$ cat config.mk
export PLATFORM = sky130hd
export DESIGN_NAME = burst_interrupter
export DESIGN_NICKNAME = d
export VERILOG_FILES = /design/src/rtl/drsstc_pkg.sv /design/src/rtl/burst_interrupter_tick_counter.sv /design/src/rtl/burst_interrupter.sv
export SDC_FILE = /design/constraint.sdc
export NUM_CORES = 1
export LEC_CHECK = 0
export CAP_MARGIN = 30
export CORE_ASPECT_RATIO = 0.7
export CORE_MARGIN = 1
export CORE_UTILIZATION = 55
export DETAILED_ROUTE_END_ITERATION = 10
export PLACE_DENSITY = 0.76
export SETUP_SLACK_MARGIN = 0.5
export SKIP_LAST_GASP = 1
export SYNTH_ARGS = -nofsm -noshare
export SYNTH_HDL_FRONTEND = slang
export SYNTH_SLANG_ARGS = --single-unit
$ cat constraint.sdc
create_clock -name clk_i -period 6.35 [get_ports clk_i]
set_input_delay 1.27 -clock clk_i [delete_from_list [all_inputs] [get_ports clk_i]]
set_output_delay 1.27 -clock clk_i [all_outputs]
set_load 0.01 [all_outputs]
$ cat src/rtl/drsstc_pkg.sv
// drsstc_pkg
//   Shared types and constants for the DRSSTC drive path.
//   intr_state_t       : interrupter window state (IDLE, ARM, ON, DRAIN)
//   ONTIME_MAX_DEFAULT : default hard clamp on the on-window length in clk
//                        ticks (100 us at 50 MHz)
package drsstc_pkg;

  typedef enum logic [1:0] {
    IDLE  = 2'd0,
    ARM   = 2'd1,
    ON    = 2'd2,
    DRAIN = 2'd3
  } intr_state_t;

  localparam int ONTIME_MAX_DEFAULT = 5000;

endpackage

$ cat src/rtl/burst_interrupter_tick_counter.sv
// tick_counter
//   Modulo counter with a wrap strobe. It counts 0..limit-1 on every cycle
//   where step_i is high, and the limit is latched at the start of a run and
//   again at every wrap, so a limit change only takes effect for the next
//   full count cycle. Used as the interrupter period counter (step every clk)
//   and as the burst counter (step on each period tick).
// Ports
//   clk_i    : clock
//   rst_i    : synchronous active-high reset
//   clear_i  : synchronous clear of the count and of the latched limit
//   run_i    : counting allowed; low holds the count at 0
//   step_i   : advance the count by one this cycle
//   limit_i  : modulus; must be non-zero whenever run_i is high
//   count_o  : current count value
//   wrap_o   : high on the step where the count goes limit-1 -> 0
module tick_counter #(
  parameter int W = 20
) (
  input  logic         clk_i,
  input  logic         rst_i,
  input  logic         clear_i,
  input  logic         run_i,
  input  logic         step_i,
  input  logic [W-1:0] limit_i,
  output logic [W-1:0] count_o,
  output logic         wrap_o
);

  logic [W-1:0] cnt_q, cnt_d;
  logic [W-1:0] lim_q, lim_d;
  logic         live_q, live_d;
  logic [W-1:0] lim_eff;
  logic         last;

  // On the first cycle of a run there is no latched limit yet, so the live
  // input is used directly; afterwards the latched copy governs the wrap.
  always_comb begin
    lim_eff = live_q ? lim_q : limit_i;
    last    = (cnt_q == lim_eff - W'(1));
    wrap_o  = run_i & step_i & last & ~clear_i;
    count_o = cnt_q;
  end

  // Next-state: hold at zero when stopped, otherwise count and relatch the
  // limit at every wrap.
  always_comb begin
    cnt_d  = cnt_q;
    lim_d  = lim_q;
    live_d = live_q;
    if (clear_i || !run_i) begin
      cnt_d  = '0;
      lim_d  = limit_i;
      live_d = 1'b0;
    end else begin
      live_d = 1'b1;
      lim_d  = lim_eff;
      if (step_i) begin
        if (last) begin
          cnt_d = '0;
          lim_d = limit_i;
        end else begin
          cnt_d = cnt_q + W'(1);
        end
      end
    end
  end

  // State registers.
  always_ff @(posedge clk_i) begin
    if (rst_i) begin
      cnt_q  <= '0;
      lim_q  <= '0;
      live_q <= 1'b0;
    end else begin
      cnt_q  <= cnt_d;
      lim_q  <= lim_d;
      live_q <= live_d;
    end
  end

endmodule

$ cat src/rtl/burst_interrupter.sv
// burst_interrupter
//   Interrupter for the DRSSTC path. Gates the oscillator from the selector
//   into on-windows that repeat every `period` clk ticks. A window arms on a
//   period tick, opens on the next oscillator rise, runs for
//   min(ontime, ONTIME_MAX) ticks and then drains until the oscillator falls
//   so the drive always ends on a complete half-cycle. Overcurrent aborts the
//   window and sets a sticky fault.
//   Optional feature macro: BURST_MODE_EN (adds burst_on_i / burst_off_i; the
//   block then fires burst_on ticks and skips burst_off ticks repeatedly).
// Ports
//   clk_i         : system clock
//   rst_i         : synchronous active-high reset
//   en_i          : interrupter enable; low for a cycle also clears fault
//   period_i      : period in ticks, 0 = disabled
//   ontime_i      : requested on-window in ticks, 0 = no pulse
//   gen_i         : oscillator from the selector
//   ocd_i         : overcurrent detect, active-high
//   burst_on_i    : (BURST_MODE_EN) ticks fired per burst, 0 = continuous
//   burst_off_i   : (BURST_MODE_EN) ticks skipped per burst, 0 = no gap
//   out_o         : gated drive, registered
//   active_o      : high while a window is open (ON or DRAIN)
//   fault_o       : sticky overcurrent flag
module burst_interrupter
  import drsstc_pkg::*;
#(
  parameter int PERIOD_W   = 20,
  parameter int ONTIME_W   = 16,
  parameter int ONTIME_MAX = ONTIME_MAX_DEFAULT
`ifdef BURST_MODE_EN
  ,
  parameter int BURST_W    = 8
`endif
) (
  input  logic                clk_i,
  input  logic                rst_i,
  input  logic                en_i,
  input  logic [PERIOD_W-1:0] period_i,
  input  logic [ONTIME_W-1:0] ontime_i,
  input  logic                gen_i,
  input  logic                ocd_i,
`ifdef BURST_MODE_EN
  input  logic [BURST_W-1:0]  burst_on_i,
  input  logic [BURST_W-1:0]  burst_off_i,
`endif
  output logic                out_o,
  output logic                active_o,
  output logic                fault_o
);

  localparam logic [ONTIME_W-1:0] ONTIME_MAX_C = ONTIME_W'(ONTIME_MAX);
  localparam logic [ONTIME_W-1:0] DRAIN_LAST_C = ONTIME_W'(ONTIME_MAX - 1);

  intr_state_t         state_q, state_d;
  logic                gen_q;
  logic                out_q, out_d;
  logic                fault_q, fault_d;
  logic [ONTIME_W-1:0] on_cnt_q, on_cnt_d;
  logic [ONTIME_W-1:0] drain_cnt_q, drain_cnt_d;
  logic [ONTIME_W-1:0] eff_on_q, eff_on_d;
  logic                rise, fall;
  logic                period_run;
  logic                tick;
  logic                burst_ok;
  logic [PERIOD_W-1:0] period_cnt_unused;

  assign rise = gen_i & ~gen_q;
  assign fall = ~gen_i & gen_q;

  // The period counter stops (and restarts from zero) whenever the block is
  // disabled, the period is zero or a fault is latched; an overcurrent clears
  // it in the same cycle it is seen.
  assign period_run = en_i && (period_i != '0) && !fault_q;

  tick_counter #(
    .W(PERIOD_W)
  ) u_period (
    .clk_i   (clk_i),
    .rst_i   (rst_i),
    .clear_i (ocd_i),
    .run_i   (period_run),
    .step_i  (1'b1),
    .limit_i (period_i),
    .count_o (period_cnt_unused),
    .wrap_o  (tick)
  );

`ifdef BURST_MODE_EN
  // Burst counter steps once per period tick over burst_on+burst_off slots;
  // a tick may arm only while the slot index is inside the burst_on part.
  logic [BURST_W:0] burst_len;
  logic [BURST_W:0] burst_idx;
  logic             burst_run;
  logic             burst_clear;
  logic             burst_wrap_unused;

  assign burst_len   = {1'b0, burst_on_i} + {1'b0, burst_off_i};
  assign burst_run   = (burst_on_i != '0);
  assign burst_clear = ocd_i | fault_q | ~en_i;

  tick_counter #(
    .W(BURST_W + 1)
  ) u_burst (
    .clk_i   (clk_i),
    .rst_i   (rst_i),
    .clear_i (burst_clear),
    .run_i   (burst_run),
    .step_i  (tick),
    .limit_i (burst_len),
    .count_o (burst_idx),
    .wrap_o  (burst_wrap_unused)
  );

  assign burst_ok = !burst_run || (burst_idx < {1'b0, burst_on_i});
`else
  assign burst_ok = 1'b1;
`endif

  // Window FSM. Overcurrent and disable override everything and drop the
  // window immediately without draining. Ticks seen while a window is open
  // are ignored, so long on-times simply skip periods.
  always_comb begin
    state_d     = state_q;
    on_cnt_d    = on_cnt_q;
    drain_cnt_d = drain_cnt_q;
    eff_on_d    = eff_on_q;
    if (ocd_i || !en_i) begin
      state_d     = IDLE;
      on_cnt_d    = '0;
      drain_cnt_d = '0;
    end else begin
      case (state_q)
        IDLE: begin
          if (tick && (ontime_i != '0) && burst_ok) begin
            state_d = ARM;
          end
        end
        ARM: begin
          if (rise) begin
            if (ontime_i == '0) begin
              state_d = IDLE;
            end else begin
              state_d  = ON;
              on_cnt_d = '0;
              eff_on_d = (ontime_i > ONTIME_MAX_C) ? ONTIME_MAX_C : ontime_i;
            end
          end else if (tick) begin
            state_d = IDLE;
          end
        end
        ON: begin
          if (on_cnt_q == eff_on_q - ONTIME_W'(1)) begin
            state_d     = DRAIN;
            drain_cnt_d = '0;
          end else begin
            on_cnt_d = on_cnt_q + ONTIME_W'(1);
          end
        end
        DRAIN: begin
          if (fall || (drain_cnt_q == DRAIN_LAST_C)) begin
            state_d = IDLE;
          end else begin
            drain_cnt_d = drain_cnt_q + ONTIME_W'(1);
          end
        end
        default: state_d = IDLE;
      endcase
    end
  end

  // The drive uses the next state so the first oscillator high after the
  // arming rise is passed through with exactly one clk of latency.
  always_comb begin
    out_d   = gen_i & ((state_d == ON) || (state_d == DRAIN));
    fault_d = fault_q;
    if (ocd_i) begin
      fault_d = 1'b1;
    end else if (!en_i) begin
      fault_d = 1'b0;
    end
  end

  // State registers.
  always_ff @(posedge clk_i) begin
    if (rst_i) begin
      state_q     <= IDLE;
      gen_q       <= 1'b0;
      out_q       <= 1'b0;
      fault_q     <= 1'b0;
      on_cnt_q    <= '0;
      drain_cnt_q <= '0;
      eff_on_q    <= '0;
    end else begin
      state_q     <= state_d;
      gen_q       <= gen_i;
      out_q       <= out_d;
      fault_q     <= fault_d;
      on_cnt_q    <= on_cnt_d;
      drain_cnt_q <= drain_cnt_d;
      eff_on_q    <= eff_on_d;
    end
  end

  assign out_o    = out_q;
  assign active_o = (state_q == ON) || (state_q == DRAIN);
  assign fault_o  = fault_q;

endmodule

==> results of run 1 <==
==> power by group through the flow <==
stage / clock network, mW / logic, mW / registers (mW)
CTS: 0.521 / 0.120 / 0.608
global placement: 0 / 0.115 / 0.621
finish: 0.514 / 0.121 / 0.608
floorplan: 0 / 0.0713 / 0.617
detailed placement: 0 / 0.119 / 0.622
global route: 0.552 / 0.131 / 0.609
==> cells by family after synthesis <==
group           synth area share, %
simple gates                   28.4
compound gates                 13.1
flops                          32.7
xor+xnor                       12.5
buf+inv                        3.82
mux                            8.45
fa+ha+maj                      1.09
==> routing by layer <==
layer | GRT usage [%] | up-vias
li1 | - | 2479
met1 | 38.8 | 2390
met2 | 43.0 | 154
met3 | 5.56 | 12
met4 | 7.89 | 0
met5 | 0 | -
==> cell usage in the layout, fill, tap and decap left out, types with 10 or more instances in the layout <==
cell type	count
sky130_fd_sc_hd__nand4_1	14
sky130_fd_sc_hd__nand2b_1	26
sky130_fd_sc_hd__a21oi_1	24
sky130_fd_sc_hd__xor2_1	39
sky130_fd_sc_hd__nor3_1	21
sky130_fd_sc_hd__inv_1	17
sky130_fd_sc_hd__clkdlybuf4s50_1	43
sky130_fd_sc_hd__nand3_1	29
sky130_fd_sc_hd__nand2_1	33
sky130_fd_sc_hd__o21ai_0	15
sky130_fd_sc_hd__or2_2	12
sky130_fd_sc_hd__nor4_1	11
sky130_fd_sc_hd__mux2i_1	43
sky130_fd_sc_hd__xnor2_1	43
sky130_fd_sc_hd__and2_1	10
sky130_fd_sc_hd__dfxtp_1	93
sky130_fd_sc_hd__nor2_1	90
==> path summary, 6_finish.rpt <==
kind,slack [ns],start,end,cells after the start
min reg2reg,0.49,u_period.count_o[0]$_SDFF_PP0_,u_period.count_o[0]$_SDFF_PP0_,1
min,0.49,u_period.count_o[0]$_SDFF_PP0_,u_period.count_o[0]$_SDFF_PP0_,1
max reg2reg,1.91,u_period.live_q$_SDFF_PP0_,u_period.lim_q[19]$_SDFF_PP0_,11
max,1.47,period_i[0],u_period.lim_q[19]$_SDFF_PP0_,12
==> worst max-delay path, cell delays in order <==
cell                              delay [ns]
sky130_fd_sc_hd__clkdlybuf4s50_1        0.43
sky130_fd_sc_hd__mux2i_1                0.25
sky130_fd_sc_hd__ha_1                   0.35
sky130_fd_sc_hd__nor4bb_1               0.38
sky130_fd_sc_hd__o221ai_1               0.37
sky130_fd_sc_hd__nor3_1                 0.40
sky130_fd_sc_hd__nand3_1                0.14
sky130_fd_sc_hd__xnor2_1                0.18
sky130_fd_sc_hd__nand4b_1               0.18
sky130_fd_sc_hd__or3_1                  0.43
sky130_fd_sc_hd__nand3_1                0.50
sky130_fd_sc_hd__mux2i_1                0.25
==> flip-flops by register name, summed over array words and instances, names as in the netlist <==
register,flops
drain_cnt_q,16
out_o,1
u_period.live_q,1
u_period.lim_q,20
state_q,2
gen_q,1
u_period.count_o,20
eff_on_q,16
on_cnt_q,16
fault_o,1
==> final cells by class <==
cell class,instances,area (µm²)
Clock buffer,11,243
Sequential cell,94,1880
Multi-Input combinational cell,538,3660
Clock inverter,4,32.5
Tap cell,128,160
Timing Repair Buffer,46,453
Inverter,17,63.8
Fill cell,824,3460
==> out/qor.txt, run 1 <==
TIMING
--------------------------------------------------------------------------------------------------
Fin Hold WS .........................................................................     0.486 ns
Setup violations, final .............................................................            0
Total Negative Setup Slacks .........................................................         0 ns
Slew at the pin closest to its max-slew limit .......................................     0.937 ns
Worst slew margin relative to its limit .............................................        37.4%
Worst Clk Skew ......................................................................   0.00953 ns
RSZ-0062 raised after global routing ................................................        false
Maximum operating frequency .........................................................      205 MHz
Count of endpoints failing hold in the final timing report ..........................            0
Crit share post-route ...............................................................        76.9%
Minimum clock period ................................................................      4.88 ns
Final Max Slew Viols ................................................................            0
Crit path setup slack, layout .......................................................      1.47 ns

YOSYS
--------------------------------------------------------------------------------------------------
Fraction of synthesized cell area taken by the top area cell type ...................        32.7%
Number of enable-type register cells in the synthesized netlist .....................            0
Flip-flop and latch count after synthesis ...........................................           94
Synthesized area per cell ...........................................................     8.44 µm²
Number of warning messages in the yosys log .........................................            0
Post-synth top flop ................................................................. sky130_fd_sc_hd__dfxtp_1
Instance count of the mapped netlist ................................................          682
Proportion of synthesized flip-flops having asynchronous set or reset ...............           0%
Seq/Total Area, Yosys ...............................................................        32.7%
Largest cells by area after synthesis ............................................... sky130_fd_sc_hd__dfxtp_1, sky130_fd_sc_hd__mux2i_1, sky130_fd_sc_hd__xnor2_1, sky130_fd_sc_hd__xor2_1, sky130_fd_sc_hd__nor2_1
Top cell types by occurrence after synthesis ........................................ sky130_fd_sc_hd__dfxtp_1, sky130_fd_sc_hd__nor2_1, sky130_fd_sc_hd__mux2i_1, sky130_fd_sc_hd__xnor2_1, sky130_fd_sc_hd__xor2_1
Post-Synthesis Net Count ............................................................          728
Area of the mapped netlist ..........................................................     5760 µm²
Most frequent cell after synthesis .................................................. sky130_fd_sc_hd__dfxtp_1
Library cell with the largest summed area after synthesis ........................... sky130_fd_sc_hd__dfxtp_1
Distinct cells, synth ...............................................................           67

DRT
--------------------------------------------------------------------------------------------------
Length of the first detailed-routing pass in iterations .............................            5
Post-route DRC violation count ......................................................            0
Post-Route M1 WL ....................................................................      7040 µm
Total length of routed met2 wires ...................................................      6110 µm
Routed WL ...........................................................................     14200 µm
Final ANT Viol Nets .................................................................            0
Met3 routed wirelength ..............................................................       918 µm
Wire length per cell ................................................................      17.0 µm
Detailed-route via count ............................................................         5035
Vias per cell .......................................................................         6.01
Top metal layer carrying routed signals .............................................         met4
Number of DRC violations after detailed-routing iteration 0 .........................          512

GRT
--------------------------------------------------------------------------------------------------
Global-route congestion overflow total ..............................................            0
Maximum number of pins on one net before global-route repair ........................           29
Global-route wire length before repair ..............................................     23800 µm
Overall global routing resource usage ...............................................        27.6%
Antenna violations before repair ....................................................            0
Vias in the first global route ......................................................         4798

PLACE
--------------------------------------------------------------------------------------------------
Input/output buffers ................................................................           43
DP Area .............................................................................     6220 µm²
Worst slack at placement ............................................................      1.20 ns
Post-detailed-placement half-perimeter wirelength ...................................     10500 µm
Dpl cells ...........................................................................          823
Placer congestion estimate ..........................................................        0.898

FINAL LAYOUT
--------------------------------------------------------------------------------------------------
Layout Cell Area excl Fill ..........................................................     6490 µm²
Final antenna diode count ...........................................................            0
Final standard cell count with taps included and fillers excluded ...................          838
Area growth from synthesis to layout ................................................        12.7%
Share of the core filled with cells .................................................        65.3%
Share of layout cells above drive strength 1 ........................................        7.32%
Layout Nets .........................................................................          752

MIN PATH
--------------------------------------------------------------------------------------------------
Worst Hold Class ....................................................................      reg2reg

STATUS
--------------------------------------------------------------------------------------------------
Status .............................................................................. finished clean

FLOORPLANNING
--------------------------------------------------------------------------------------------------
Core area ...........................................................................     9950 µm²
Die Width ...........................................................................       124 µm
Standard-cell row count .............................................................           30
Count of pins on the block boundary .................................................           44
Die Footprint .......................................................................    10900 µm²
Initial cell density of the core ....................................................        57.9%
Chip height .........................................................................      87.6 µm

CLOCKING
--------------------------------------------------------------------------------------------------
CTS Buffer Depth ....................................................................            2
TritonCTS sink count ................................................................           94
Max H-tree Level ....................................................................            3
Post-cts sizing count ...............................................................            0
Post-CTS setup buffer count .........................................................            0
TritonCTS Buffers ...................................................................            9
CTS tree ............................................................................          yes
CTS root buf ........................................................................ sky130_fd_sc_hd__clkbuf_16
Clock transition time at the flip-flop clock pins of the worst setup and hold paths .      0.07 ns
Count of hold-fix buffers inserted at cts ...........................................            0
Clock latency at the later pin of the worst-skew pair ...............................      0.35 ns

POWER
--------------------------------------------------------------------------------------------------
Total power .........................................................................      1.24 mW
Maximum vdd drop ....................................................................     0.129 mV
Share of total power in sequential cells ............................................        48.9%
Power density relative to cell area .................................................   192 nW/µm²
Cell Int Power ......................................................................       934 µW
Part of the power in combinational logic ............................................         9.7%
Leakage power of the design .........................................................      2.24 nW
Switching part of the total .........................................................        24.9%
Clock group share of total power ....................................................        41.3%
Switching power total ...............................................................       309 µW

SETUP PATH
--------------------------------------------------------------------------------------------------
Critical path peak fanout ...........................................................            9
Class of the most critical setup path ...............................................       in2reg
Data required time of the critical path .............................................      6.62 ns
Worst path arrival time .............................................................      5.15 ns
Category of the worst setup path capture point ......................................         flop
Critical path launch point type ..................................................... primary input

RUN
--------------------------------------------------------------------------------------------------
Number of maximum-capacitance constraint violations .................................            0

Power figures use the tool's default switching activity.
==> run 2, diff against run 1 <==
Clock period 6.35 ns to 5.08 ns, I/O delays scaled along.
==> run 2 against run 1 <==
  * Final area is 0.50% higher
  * Total power is 25% higher
  * Sequential cell count is the same
  * Critical path depth is 2 higher
  * Critical endpoint is now u_period.count_o[13]$_SDFF_PP0_
  * Largest power group unchanged
  * Highest routed layer unchanged
==> out/qor.txt, run 2 (synthesized netlist as in run 1, its figures left out) <==
SETUP PATH
--------------------------------------------------------------------------------------------------
Worst path arrival time .............................................................      4.54 ns
Critical path peak fanout ...........................................................           20
Class of the most critical setup path ...............................................       in2reg
Data required time of the critical path .............................................      5.31 ns
Category of the worst setup path capture point ......................................         flop
Critical path launch point type ..................................................... primary input

DRT
--------------------------------------------------------------------------------------------------
Final ANT Viol Nets .................................................................            0
Post-route DRC violation count ......................................................            0
Routed WL ...........................................................................     13800 µm
Detailed-route via count ............................................................         4962
Length of the first detailed-routing pass in iterations .............................            5
Number of DRC violations after detailed-routing iteration 0 .........................          389
Vias per cell .......................................................................         5.91
Wire length per cell ................................................................      16.4 µm

POWER
--------------------------------------------------------------------------------------------------
Total power .........................................................................      1.55 mW
Clock group share of total power ....................................................        41.3%
Leakage power of the design .........................................................      2.27 nW
Cell Int Power ......................................................................      1.19 mW
Maximum vdd drop ....................................................................     0.177 mV
Switching part of the total .........................................................        23.3%
Part of the power in combinational logic ............................................         9.8%
Switching power total ...............................................................       361 µW
Share of total power in sequential cells ............................................        48.9%
Power density relative to cell area .................................................   238 nW/µm²

PLACE
--------------------------------------------------------------------------------------------------
Placer congestion estimate ..........................................................        0.944
Dpl cells ...........................................................................          826
Worst slack at placement ............................................................     0.241 ns
DP Area .............................................................................     6240 µm²
Input/output buffers ................................................................           43
Post-detailed-placement half-perimeter wirelength ...................................     10200 µm

TIMING
--------------------------------------------------------------------------------------------------
Worst Clk Skew ......................................................................   0.00597 ns
Slew at the pin closest to its max-slew limit .......................................     0.759 ns
Crit share post-route ...............................................................        85.0%
Fin Hold WS .........................................................................     0.479 ns
RSZ-0062 raised after global routing ................................................        false
Crit path setup slack, layout .......................................................     0.763 ns
Final Max Slew Viols ................................................................            0
Count of endpoints failing hold in the final timing report ..........................            0
Minimum clock period ................................................................      4.32 ns
Setup violations, final .............................................................            0
Worst slew margin relative to its limit .............................................        48.9%
Total Negative Setup Slacks .........................................................         0 ns
Maximum operating frequency .........................................................      232 MHz

GRT
--------------------------------------------------------------------------------------------------
Global-route wire length before repair ..............................................     22700 µm
Maximum number of pins on one net before global-route repair ........................           49
Antenna violations before repair ....................................................            0
Global-route congestion overflow total ..............................................            0
Vias in the first global route ......................................................         4666
Overall global routing resource usage ...............................................        26.1%

CLOCKING
--------------------------------------------------------------------------------------------------
TritonCTS Buffers ...................................................................            9
TritonCTS sink count ................................................................           94
Clock transition time at the flip-flop clock pins of the worst setup and hold paths .      0.06 ns
Post-CTS setup buffer count .........................................................            0
CTS Buffer Depth ....................................................................            2
CTS tree ............................................................................          yes
Max H-tree Level ....................................................................            3
CTS root buf ........................................................................ sky130_fd_sc_hd__clkbuf_16
Clock latency at the later pin of the worst-skew pair ...............................      0.34 ns

RUN
--------------------------------------------------------------------------------------------------
Number of maximum-capacitance constraint violations .................................            0

FINAL LAYOUT
--------------------------------------------------------------------------------------------------
Layout Nets .........................................................................          755
Fill cell total of the finished layout ..............................................          846
Share of the core filled with cells .................................................        65.6%
Area growth from synthesis to layout ................................................        13.3%
Share of layout cells above drive strength 1 ........................................        7.87%
Area occupied by multi-input gates ..................................................     3670 µm²
Top library cells by usage in the layout, fill and taps aside ....................... sky130_fd_sc_hd__dfxtp_1, sky130_fd_sc_hd__nor2_1, sky130_fd_sc_hd__mux2i_1, sky130_fd_sc_hd__xnor2_1, sky130_fd_sc_hd__clkdlybuf4s50_1
Final standard cell count with taps included and fillers excluded ...................          840
Seq. cell area ......................................................................     1880 µm²
Leading cell type in the layout, fill and taps excluded ............................. sky130_fd_sc_hd__dfxtp_1
Final antenna diode count ...........................................................            0
Layout Cell Area excl Fill ..........................................................     6520 µm²

FLOORPLANNING
--------------------------------------------------------------------------------------------------
Die Width ...........................................................................       124 µm
Standard-cell row count .............................................................           30
Initial cell density of the core ....................................................        57.9%
Die Footprint .......................................................................    10900 µm²
Count of pins on the block boundary .................................................           44
Chip height .........................................................................      87.6 µm
Core area ...........................................................................     9950 µm²

STATUS
--------------------------------------------------------------------------------------------------
Status .............................................................................. finished clean

MIN PATH
--------------------------------------------------------------------------------------------------
Worst Hold Class ....................................................................      reg2reg

run 2: cell types whose count changed in the layout (fill, tap and decap cells not counted), sizes merged:
cell and change:
buf +3, clkbuf +2, clkinvlp -2, inv -1
run 2: repair_timing:
| action | CTS | global route |
|---|---|---|
| hold buffers | 0 | 0 |
| endpoints found under the setup margin | 0 | 28 |
| gates resized for setup | 0 | 2 |
run 2: worst paths after layout:
path | startpoint | end | slack (ns) | cells past startpoint
worst min-delay path | u_period.lim_q[19]$_SDFF_PP0_ | u_period.lim_q[19]$_SDFF_PP0_ | 0.48 | 2
worst min register to register | u_period.lim_q[19]$_SDFF_PP0_ | u_period.lim_q[19]$_SDFF_PP0_ | 0.48 | 2
worst max register to register | u_period.live_q$_SDFF_PP0_ | u_period.lim_q[16]$_SDFF_PP0_ | 1.04 | 10
worst max-delay path | period_i[0] | u_period.count_o[13]$_SDFF_PP0_ | 0.76 | 14
run 2: area by class of cell:
class,instances,area share (%)
repair buffers,49,7.29
well taps,128,2.45
flip-flops and latches,94,28.9
clock buffers,13,4.14
multi-input cells,538,56.2
clock inverters,1,0.0767
inverters,17,0.978
run 2: power groups by stage:
stage / Combinational, mW / Clock (mW) / Sequential [mW]
4_1_cts: 0.151 / 0.654 / 0.758
5_1_grt: 0.166 / 0.681 / 0.760
3_5_place_dp: 0.150 / 0 / 0.775
3_3_place_gp: 0.146 / 0 / 0.774
6_report: 0.152 / 0.640 / 0.759
2_1_floorplan: 0.0892 / 0 / 0.771
run 2: critical path, cell delays in order:
cell and delay (ns):
sky130_fd_sc_hd__clkdlybuf4s50_1 0.43, sky130_fd_sc_hd__mux2i_1 0.27, sky130_fd_sc_hd__ha_1 0.34, sky130_fd_sc_hd__nor4bb_1 0.32
sky130_fd_sc_hd__o221ai_1 0.37, sky130_fd_sc_hd__nor3_2 0.34, sky130_fd_sc_hd__nand3_1 0.12, sky130_fd_sc_hd__xnor2_1 0.17
sky130_fd_sc_hd__nand4b_1 0.19, sky130_fd_sc_hd__o31ai_4 0.25, sky130_fd_sc_hd__buf_4 0.28, sky130_fd_sc_hd__or2_1 0.13
sky130_fd_sc_hd__buf_4 0.23, sky130_fd_sc_hd__nor2_1 0.08
run 2: per-layer routing:
metal | track usage [%] | part of all wire (%)
met5 | 0 | 0
met4 | 5.37 | 0.63
met3 | 5.99 | 6.1
met2 | 40.4 | 42
met1 | 37.1 | 51
